`config.mk`:
```
export PLATFORM = sky130hd
export DESIGN_NAME = pwm_sequencer
export DESIGN_NICKNAME = d
export VERILOG_FILES = /design/src/rtl/pwm_sequencer.sv
export SDC_FILE = /design/constraint.sdc
export NUM_CORES = 1
export LEC_CHECK = 0
export BUFFER_PORTS_ARGS = -buffer_cell sky130_fd_sc_hd__buf_2
export CORE_MARGIN = 3
export CORE_UTILIZATION = 40
export DETAILED_ROUTE_END_ITERATION = 10
export PLACE_DENSITY = 0.53
export SLEW_MARGIN = 10
export SYNTH_ARGS = -nofsm -noshare
export SYNTH_HDL_FRONTEND = slang
export SYNTH_SLANG_ARGS = --single-unit
```
`constraint.sdc`:
```
create_clock -name clk -period 6 [get_ports clk]
set_clock_uncertainty 0.15 [all_clocks]
set_input_delay 0 -clock clk [delete_from_list [all_inputs] [get_ports clk]]
set_output_delay 0 -clock clk [all_outputs]
set_load 0.005 [all_outputs]
```
`src/rtl/pwm_sequencer.sv`:
```
// Table-driven PWM sequencer: plays DEPTH-entry settings table into a pwm block.
// Ports: clk/reset, cfg_* table write, num_entries/loop_en/start/stop control,
// pwm_* settings with one-cycle pwm_update strobe, busy/cur_index/done status.
module pwm_sequencer #(
  parameter int WAVE_LEN_WIDTH = 8,
  parameter int DEPTH          = 8,
  parameter int DUR_WIDTH      = 16,
  localparam int IDX_WIDTH     = $clog2(DEPTH)
) (
  input  logic                      clk,
  input  logic                      reset,
  input  logic                      cfg_we,
  input  logic [IDX_WIDTH-1:0]      cfg_addr,
  input  logic [WAVE_LEN_WIDTH-1:0] cfg_wave_length,
  input  logic [WAVE_LEN_WIDTH-1:0] cfg_pulse_width,
  input  logic                      cfg_active_high,
  input  logic [DUR_WIDTH-1:0]      cfg_duration,
  input  logic [IDX_WIDTH:0]        num_entries,
  input  logic                      loop_en,
  input  logic                      start,
  input  logic                      stop,
  output logic                      pwm_update,
  output logic [WAVE_LEN_WIDTH-1:0] pwm_wave_length,
  output logic [WAVE_LEN_WIDTH-1:0] pwm_pulse_width,
  output logic                      pwm_active_high,
  output logic                      pwm_enable,
  output logic                      busy,
  output logic [IDX_WIDTH-1:0]      cur_index,
  output logic                      done
);

  typedef enum logic [1:0] {IDLE, LOAD, HOLD} state_t;

  localparam logic [IDX_WIDTH:0] DEPTH_N = (IDX_WIDTH+1)'(DEPTH);

  logic [WAVE_LEN_WIDTH-1:0] tbl_wl  [DEPTH];
  logic [WAVE_LEN_WIDTH-1:0] tbl_pw  [DEPTH];
  logic                      tbl_ah  [DEPTH];
  logic [DUR_WIDTH-1:0]      tbl_dur [DEPTH];

  state_t                    state_q, state_d;
  logic [IDX_WIDTH-1:0]      idx_q, idx_d;
  logic [DUR_WIDTH-1:0]      cnt_q, cnt_d;
  logic                      fin;
  logic [IDX_WIDTH:0]        eff_n;
  logic                      more;

  logic                      upd_d, en_d, done_d;
  logic [WAVE_LEN_WIDTH-1:0] wl_q, wl_d, pw_q, pw_d;
  logic                      ah_q, ah_d;
  logic                      upd_q, en_q, done_q;

  // Table is deliberately not reset so a sequence survives a reset.
  always_ff @(posedge clk) begin
    if (cfg_we && ({1'b0, cfg_addr} < DEPTH_N)) begin
      tbl_wl[cfg_addr]  <= cfg_wave_length;
      tbl_pw[cfg_addr]  <= cfg_pulse_width;
      tbl_ah[cfg_addr]  <= cfg_active_high;
      tbl_dur[cfg_addr] <= cfg_duration;
    end
  end

  assign eff_n = (num_entries > DEPTH_N) ? DEPTH_N : num_entries;
  assign more  = ({1'b0, idx_q} + (IDX_WIDTH+1)'(1)) < eff_n;

  always_ff @(posedge clk or posedge reset) begin
    if (reset) begin
      state_q <= IDLE;
      idx_q   <= '0;
      cnt_q   <= '0;
    end else begin
      state_q <= state_d;
      idx_q   <= idx_d;
      cnt_q   <= cnt_d;
    end
  end

  // cnt_q holds the cycles left in the entry after the current one.
  always_comb begin
    state_d = state_q;
    idx_d   = idx_q;
    cnt_d   = cnt_q;
    fin     = 1'b0;
    if (stop) begin
      state_d = IDLE;
    end else begin
      case (state_q)
        IDLE: begin
          if (start && eff_n != '0) begin
            state_d = LOAD;
            idx_d   = '0;
          end
        end
        LOAD, HOLD: begin
          if (cnt_q == '0) begin
            if (more) begin
              idx_d   = idx_q + IDX_WIDTH'(1);
              state_d = LOAD;
            end else if (loop_en && eff_n != '0) begin
              idx_d   = '0;
              state_d = LOAD;
            end else begin
              state_d = IDLE;
              fin     = 1'b1;
            end
          end else begin
            cnt_d   = cnt_q - DUR_WIDTH'(1);
            state_d = HOLD;
          end
        end
        default: state_d = IDLE;
      endcase
    end
    if (state_d == LOAD) begin
      cnt_d = (tbl_dur[idx_d] == '0) ? '0 : tbl_dur[idx_d] - DUR_WIDTH'(1);
    end
  end

  // Outputs are computed from the next state so they register with it;
  // the table read here sees pre-write contents on a same-edge write.
  always_comb begin
    upd_d  = (state_d == LOAD);
    en_d   = (state_d != IDLE);
    done_d = fin;
    wl_d   = wl_q;
    pw_d   = pw_q;
    ah_d   = ah_q;
    if (upd_d) begin
      wl_d = tbl_wl[idx_d];
      pw_d = tbl_pw[idx_d];
      ah_d = tbl_ah[idx_d];
    end
  end

  always_ff @(posedge clk or posedge reset) begin
    if (reset) begin
      upd_q  <= 1'b0;
      en_q   <= 1'b0;
      done_q <= 1'b0;
      wl_q   <= '0;
      pw_q   <= '0;
      ah_q   <= 1'b0;
    end else begin
      upd_q  <= upd_d;
      en_q   <= en_d;
      done_q <= done_d;
      wl_q   <= wl_d;
      pw_q   <= pw_d;
      ah_q   <= ah_d;
    end
  end

  assign pwm_update      = upd_q;
  assign pwm_enable      = en_q;
  assign busy            = en_q;
  assign done            = done_q;
  assign pwm_wave_length = wl_q;
  assign pwm_pulse_width = pw_q;
  assign pwm_active_high = ah_q;
  assign cur_index       = idx_q;

endmodule

```
==> PnR_summary.wiki, run 1 <==
{| class="wikitable"
! Metric !! Value
|-
| Start-to-end type of the worst setup path || flip-flop to flip-flop
|-
| Share of power burned in combinational logic || 34.3%
|-
| Yosys warning total || 0
|-
| Worst Max-Slew Pin Slew || 1060 ps
|-
| Max Transition Viols Final || 0
|-
| Source-to-sink clock delay at the later pin of the worst-skew pair || 510 ps
|-
| Core Box Area || 32600 sq um
|-
| Number of cells after detailed placement || 1573
|-
| Data required time at the worst endpoint || 6220 ps
|-
| Final critical delay including setup and external delays || 5500 ps
|-
| DRC violation count after routing || 0
|-
| DRT Pass-1 Iters || 6
|-
| TritonCTS clock tree || built
|-
| Final setup violation count || 0
|-
| Hold-fix buffers at CTS || 38
|-
| Number of buffers added by the clock tree synthesis step || 35
|-
| Sum of buffers and inverters on the critical path || 3
|-
| Net switching power of the design || 0.00256 W
|-
| Switching power as a share of total power || 36.2%
|-
| Ys async rst share || 13.4%
|-
| Post-CTS clock slew at the launch and capture registers of the worst setup and hold paths || 60 ps
|-
| Setup_tns || 0 ps
|-
| Delay contributed by the slowest stage of the critical path || 560 ps
|-
| Final HPWL DP || 19.3 mm
|-
| Ratio of cells with drive above 1 in the final layout || 14.8%
|-
| Post-Syn Area || 13300 sq um
|-
| Top_reg_cell synth || edfxtp_1
|-
| Overflow left after global routing || 0
|-
| Cell at the slowest stage of the critical path || a21oi_1
|-
| Antenna Nets Post-Route || 0
|-
| Synth Net Count || 1153
|-
| Number of H-tree levels || 2
|-
| Width of the die || 188 um
|-
| Net count reported at finish || 1260
|-
| I/O pins || 70
|-
| Leakage || 5.68 nW
|-
| Quantity of I/O buffers inserted on ports || 69
|-
| Post-layout util || 47.9%
|-
| Clock Path Buffers || 3
|-
| Result of the run || completed
|-
| Hold crit path type || input port to flip-flop
|-
| Gate family responsible for the most delay along the worst path || compound AO/OA/AOI/OAI gates
|-
| Number of enable flip-flop cells after synthesis || 264
|-
| Initial antenna violation count || 1
|-
| Initial DRC count || 824
|-
| Clock sink count || 305
|-
| CP Launch Type || flip-flop
|-
| Max rail drop VDD || 0.000194 V
|-
| Arrival @ worst endpoint || 5720 ps
|-
| Synthesized area per cell || 12.1 sq um
|-
| Crit share post-route || 91.6%
|-
| Vias after detailed routing || 9129
|-
| Overall routing resource usage || 19.2%
|-
| Power per standard cell area || 452 nW/um^2
|-
| Die height || 188 um
|-
| Syn Inst Count || 1099
|-
| Final WL || 34.0 mm
|-
| Starting Density || 40.7%
|-
| Ratio of routed vias to standard cells || 5.45
|-
| Post-layout total power || 0.00707 W
|-
| Placer congestion estimate || 0.827
|-
| Number of register bits inferred by synthesis || 305
|-
| Kind of capture point of the worst setup path || flip-flop
|-
| First-pass GRT wire length || 53.2 mm
|-
| Commonest non-fill, non-tap cell in the layout || edfxtp_1
|-
| Number of diodes || 0
|-
| Number of buffers added for setup after CTS || 0
|-
| Non-filler instance count after layout || 1674
|-
| Total of max-cap violations || 0
|-
| Post-synthesis sequential area ratio || 67.4%
|-
| Root buffer cell || clkbuf_16
|-
| Pin count of the biggest net entering global routing || 80
|-
| Area added between synthesis and finish || 17.7%
|-
| Maximum clock rate || 182 MHz
|-
| Post-cts sizing count || 0
|-
| Vias in the first global route || 9151
|-
| Max-slew headroom || 28.9%
|-
| Die Outline Area || 35500 sq um
|-
| Seq pwr share || 37.1%
|-
| Hold Fails Final Rpt || 0
|-
| Setup repair after global routing missed its margin || false
|-
| Number of placement rows || 66
|-
| CP max FO || 19
|-
| Cells traversed along the worst timing path || buf_4 > ha_1 > nor2b_1 > or2_2 > ha_1 > o211a_1 > a21o_1 > a32oi_1 > and3_4 > inv_2 > a21oi_1 > a32oi_1 > o211ai_1 > ha_1 > inv_1 > a31oi_2 > o211ai_2 > or4_4 > nand2_4 > o221ai_1
|-
| Internal Pwr Total || 0.00451 W
|-
| Routed wire per std cell || 20.3 um
|-
| Most numerous cell on the critical path || ha_1
|-
| Most used cells in the layout excluding fill and tap cells || 264 x edfxtp_1, 236 x nand2_1, 131 x nand3_1, 69 x buf_2
|-
| Number of distinct library cells after synthesis || 73
|-
| Clock network fraction of total power || 28.6%
|}
==> power by group through the flow <==
stage | Clock [W] | Combinational [W] | Sequential, W
after global routing | 0.00215 | 0.00270 | 0.00265
after floorplan | 0 | 0.00169 | 0.00264
after detailed placement | 0 | 0.00242 | 0.00266
after CTS | 0.00207 | 0.00245 | 0.00262
final | 0.00202 | 0.00242 | 0.00262
after global placement | 0 | 0.00241 | 0.00266
==> flip-flops by register name, indices dropped and copies added, names as in the netlist <==
name and flops:
tbl_ah 8, tbl_wl 64, cnt_q 16, tbl_dur 128, pwm_update 1, pwm_wave_length 8
cur_index 3, busy 1, tbl_pw 64, state_q 2, pwm_pulse_width 8, done 1
pwm_active_high 1
==> routing by layer <==
| layer | GRT usage [%] | up-vias | wire (um) |
|---|---|---|---|
| met4 | 4.96 | 2 | 633 |
| li1 | - | 4325 | - |
| met5 | 0 | - | 7 |
| met3 | 2.87 | 51 | 1740 |
| met1 | 26.8 | 4512 | 15500 |
| met2 | 31.6 | 239 | 16200 |
==> metrics by stage <==
stage / cell area (sq um) / worst slack [ps] / hold WS, ps
floorplan: 13300 / 1120 / -51.1
global placement: 14200 / 677 / 121
detailed placement: 14200 / 488 / 124
CTS: 15600 / 465 / 18.9
global route: 15600 / 130 / 68.6
finish: 15600 / 502 / 39.6
==> cell type report <==
type	count	area, sq um
fillers	2972	17000
clock buffers	46	978
flip-flops and latches	305	8950
clock inverters	17	123
inverters	14	52.6
repair buffers	128	896
multi-input cells	722	4080
well taps	442	553
==> cell usage after synthesis, types with 3 or more instances <==
master | number | area [sq um]
o21ai_1 | 6 | 30.0
a2111oi_0 | 4 | 35.0
buf_4 | 3 | 22.5
ha_1 | 8 | 100
o211ai_1 | 13 | 97.6
nor3_2 | 3 | 30.0
nor2_1 | 47 | 176
or2_2 | 6 | 37.5
buf_6 | 4 | 45.0
a221oi_1 | 4 | 35.0
a21o_1 | 5 | 37.5
xor2_1 | 8 | 70.1
and4_1 | 4 | 35.0
nand4_1 | 6 | 37.5
clkbuf_1 | 34 | 128
a22oi_1 | 10 | 75.1
dfrtp_1 | 41 | 1030
nand2b_1 | 4 | 25.0
o311ai_0 | 3 | 26.3
a22o_1 | 4 | 35.0
o41ai_1 | 3 | 26.3
a21oi_1 | 26 | 130
o21ai_0 | 21 | 105
a31oi_1 | 29 | 181
nor3b_1 | 4 | 30.0
or4_1 | 5 | 37.5
nand2_1 | 236 | 886
nor3_1 | 27 | 135
nand3_1 | 131 | 656
nor2b_1 | 3 | 18.8
buf_1 | 7 | 26.3
edfxtp_1 | 264 | 7930
buf_2 | 9 | 45.0
nor4_1 | 8 | 50.1
and3_1 | 6 | 37.5
xnor2_1 | 4 | 35.0
inv_1 | 12 | 45.0
o211a_1 | 3 | 30.0
and2_1 | 7 | 43.8
a32oi_1 | 7 | 61.3
mux2i_1 | 30 | 300
or3_1 | 5 | 31.3
==> logic make-up after synthesis <==
kind of cell | share of synthesized area, %
DFF | 67.4
adders and majority gates | 0.753
muxes | 2.26
AOI/OAI and AO/OA | 8.59
buffers and inverters | 2.51
xor gates and xnor gates | 0.791
and+or+nand+nor | 17.7
==> path summary, 6_finish.rpt <==
kind	start	slack, ps	cells after the start	end
max in group asynchronous	reset	4880	3	cnt_q[14]$_DFFE_PP0P_
min reg2reg	cnt_q[10]$_DFFE_PP0P_	380	2	cnt_q[10]$_DFFE_PP0P_
min	start	40	6	state_q[0]$_DFF_PP0_
max reg2reg	cur_index[0]$_DFF_PP0_	500	20	cnt_q[6]$_DFFE_PP0P_
max	cur_index[0]$_DFF_PP0_	500	20	cnt_q[6]$_DFFE_PP0P_
min in group asynchronous	reset	150	3	pwm_update$_DFF_PP0_
==> tightest hold or removal path: stages <==
cell	delay [ps]
buf_2	80
o41ai_1	70
buf_4	160
nand2_1	80
o2bb2ai_1	110
and2_1	170
No activity file was read; power rests on OpenSTA's default activity.
==> inputs of run 2 (changes only) <==
CORE_MARGIN = 4   (was 3)
PLACE_DENSITY = 0.55   (was 0.53)
clock period = 4.8 ns   (was 6 ns; I/O delays follow)
==> run 2 against run 1 <==
Net effect:
- critical endpoint unchanged
- highest routed layer unchanged
- clock-buffer cell count down 4
- largest cell class unchanged
- core utilization up 0.74 points
- cell area up 1.5%
- combinational power up 31%
- worst setup slack worse by 280 ps
- critical path depth down 1
- flip-flop and latch count unchanged
- total power up 27%
- maximum frequency up 20%
- first-iteration DRC count down 1.2%
- hold slack worse by 4.0 ps
- critical path type unchanged
==> PnR_summary.wiki, run 2 (synthesized netlist as in run 1, its figures left out) <==
{| class="wikitable"
! Metric !! Value
|-
| TritonCTS clock tree || built
|-
| DRC violation count after routing || 0 (unchanged)
|-
| Number of buffers added for setup after CTS || 0 (unchanged)
|-
| Initial DRC count || 814 (-1.2%)
|-
| Most numerous cell on the critical path || ha_1
|-
| Overflow left after global routing || 0 (unchanged)
|-
| Final critical delay including setup and external delays || 4580 ps (-915 ps)
|-
| Result of the run || completed
|-
| Post-layout total power || 0.00900 W (+27%)
|-
| DRT Pass-1 Iters || 6 (unchanged)
|-
| Max Transition Viols Final || 0 (unchanged)
|-
| Number of flip-flops in the largest register || 128 (unchanged)
|-
| CP Launch Type || flip-flop
|-
| Power per standard cell area || 567 nW/um^2 (+25%)
|-
| Final WL || 33.8 mm (-0.72%)
|-
| Hold Fails Final Rpt || 0 (unchanged)
|-
| Arrival @ worst endpoint || 4810 ps (-910 ps)
|-
| Die height || 190 um (+1.1%)
|-
| Count of cells along the worst hold path || 6 (unchanged)
|-
| I/O pins || 70 (unchanged)
|-
| Worst R2R Path Depth || 19 (-5.0%)
|-
| Max-slew headroom || 28.9% (about the same)
|-
| Area added between synthesis and finish || 19.5%
|-
| Post-Route Hold Slack || 35.6 ps (-3.96 ps)
|-
| Overall routing resource usage || 18.5% (-0.66 points)
|-
| Cells traversed along the worst timing path || ha_1 > nor2b_1 > or2_2 > ha_1 > o211a_1 > or3_1 > o21a_4 > a31o_4 > buf_4 > nand2_1 > a32oi_1 > o211ai_1 > ha_2 > inv_1 > a31oi_2 > o211ai_2 > or4_4 > nand2_8 > o221ai_1
|-
| Worst Max-Slew Pin Slew || 1070 ps (+1.45 ps)
|-
| Total of max-cap violations || 0 (unchanged)
|-
| Delay contributed by the slowest stage of the critical path || 470 ps (-90 ps)
|-
| Max rail drop VDD || 0.000242 V (+25%)
|-
| Clock sink count || 305 (unchanged)
|-
| Net count reported at finish || 1286 (+2.1%)
|-
| Maximum clock rate || 218 MHz (+20%)
|-
| Quantity of I/O buffers inserted on ports || 69 (unchanged)
|-
| Vias in the first global route || 9010 (-1.5%)
|-
| Die Outline Area || 36200 sq um (+2.1%)
|-
| Placer congestion estimate || 0.869 (+5.1%)
|-
| Number of placement rows || 66 (unchanged)
|-
| Register with the most flip-flops || tbl_dur
|-
| Sum of buffers and inverters on the critical path || 2 (-1)
|-
| Antenna Nets Post-Route || 0 (unchanged)
|-
| Post-CTS clock slew at the launch and capture registers of the worst setup and hold paths || 60 ps (about the same)
|-
| CP max FO || 16 (-3)
|-
| Pin count of the biggest net entering global routing || 73 (-8.8%)
|-
| Width of the die || 190 um (+1.1%)
|-
| Critical path depth in cells || 19 (-5.0%)
|-
| First-pass GRT wire length || 52.2 mm (-1.9%)
|-
| Final setup violation count || 0 (unchanged)
|-
| Core Box Area || 32600 sq um (unchanged)
|-
| Setup_tns || 0 ps (unchanged)
|-
| Leakage || 5.82 nW (+2.4%)
|-
| Starting Density || 40.7% (unchanged)
|-
| Area after detailed placement || 14400 sq um (+1.4%)
|-
| Ratio of cells with drive above 1 in the final layout || 16.9% (+2.1 points)
|-
| Number of buffers added by the clock tree synthesis step || 34 (-2.9%)
|-
| Data required time at the worst endpoint || 5030 ps (-1190 ps)
|-
| Final HPWL DP || 20.0 mm (+3.7%)
|-
| Root buffer cell || clkbuf_16
|-
| Most used cells in the layout excluding fill and tap cells || 264 x edfxtp_1, 236 x nand2_1, 130 x nand3_1, 69 x buf_2, 45 x buf_4
|-
| Initial antenna violation count || 1 (unchanged)
|-
| Source-to-sink clock delay at the later pin of the worst-skew pair || 510 ps (about the same)
|-
| Number of diodes || 0 (unchanged)
|-
| Hold crit path type || input port to flip-flop
|-
| Start-to-end type of the worst setup path || flip-flop to flip-flop
|-
| Non-Filler Cell Area, Final || 15900 sq um (+1.5%)
|-
| Routed wire per std cell || 19.9 um (-2.1%)
|-
| Kind of capture point of the worst setup path || flip-flop
|-
| Gate family responsible for the most delay along the worst path || simple AND/OR/NAND/NOR gates
|-
| Crit share post-route || 95.5% (+3.8 points)
|-
| Cell at the slowest stage of the critical path || or4_4
|-
| Ratio of routed vias to standard cells || 5.38 (-1.4%)
|-
| Biggest registers after layout || tbl_dur x128, tbl_pw x64, tbl_wl x64
|-
| Clock Path Buffers || 3 (unchanged)
|-
| Number of H-tree levels || 2 (unchanged)
|-
| Vias after detailed routing || 9128 (-0.011%)
|-
| Commonest non-fill, non-tap cell in the layout || edfxtp_1
|}
## run 2: cell types whose count changed in the layout (fill, tap and decap cells not counted), moves of 2 or more
cell / before / now
clkinvlp_4: 2 / 0
clkbuf_16: 36 / 34
buf_4: 20 / 45
bufinv_16: 1 / 3
## run 2: routing by layer
layer,part of all wire (%),GRT usage [%]
met4,2.1,4.89
met5,0.021,0
met1,46,26.0
met2,47,30.3
met3,4.6,2.86
## run 2: where the power goes
part | total [W] | switching [W] | internal, W
logic | 0.00318 | 0.00203 | 0.00115
registers | 0.00328 | 0.000158 | 0.00312
clock network | 0.00254 | 0.00102 | 0.00151
## run 2: worst paths after layout
path	start	end	slack, ps
max	cur_index[1]$_DFF_PP0_	cnt_q[6]$_DFFE_PP0P_	220
min	num_entries[1]	state_q[0]$_DFF_PP0_	40
max reg2reg	cur_index[1]$_DFF_PP0_	cnt_q[6]$_DFFE_PP0P_	220
min reg2reg	cnt_q[1]$_DFFE_PP0P_	cnt_q[1]$_DFFE_PP0P_	380
max in group asynchronous	reset	cur_index[0]$_DFF_PP0_	3930
min in group asynchronous	reset	pwm_pulse_width[6]$_DFFE_PP0P_	80
## run 2: layout make-up
cell class,count,area (sq um)
clock inverters,18,176
well taps,442,553
flip-flops and latches,305,8950
fillers,2893,16700
multi-input cells,722,4120
clock buffers,42,911
inverters,14,52.6
repair buffers,155,1110
## run 2: through the flow
stage	instances	setup WS, ps	util (%)
3_3_place_gp	1599	281	44.0
3_5_place_dp	1599	194	44.0
2_1_floorplan	1099	11.9	-
6_report	1698	217	48.7
4_1_cts	1698	173	48.5
5_1_grt	1698	-5.55	48.7
## run 2: timing repair
| action | CTS | global route |
|---|---|---|
| hold endpoints to repair | 351 | 0 |
| setup endpoints to repair | 0 | 12 |
| resized for setup | 0 | 9 |
| hold buffers | 39 | 0 |
## run 2: tightest hold or removal path, delay by kind of cell
family	cells	cell delay, ps
compound gates	2	160
buf+inv	2	250
simple gates	2	230
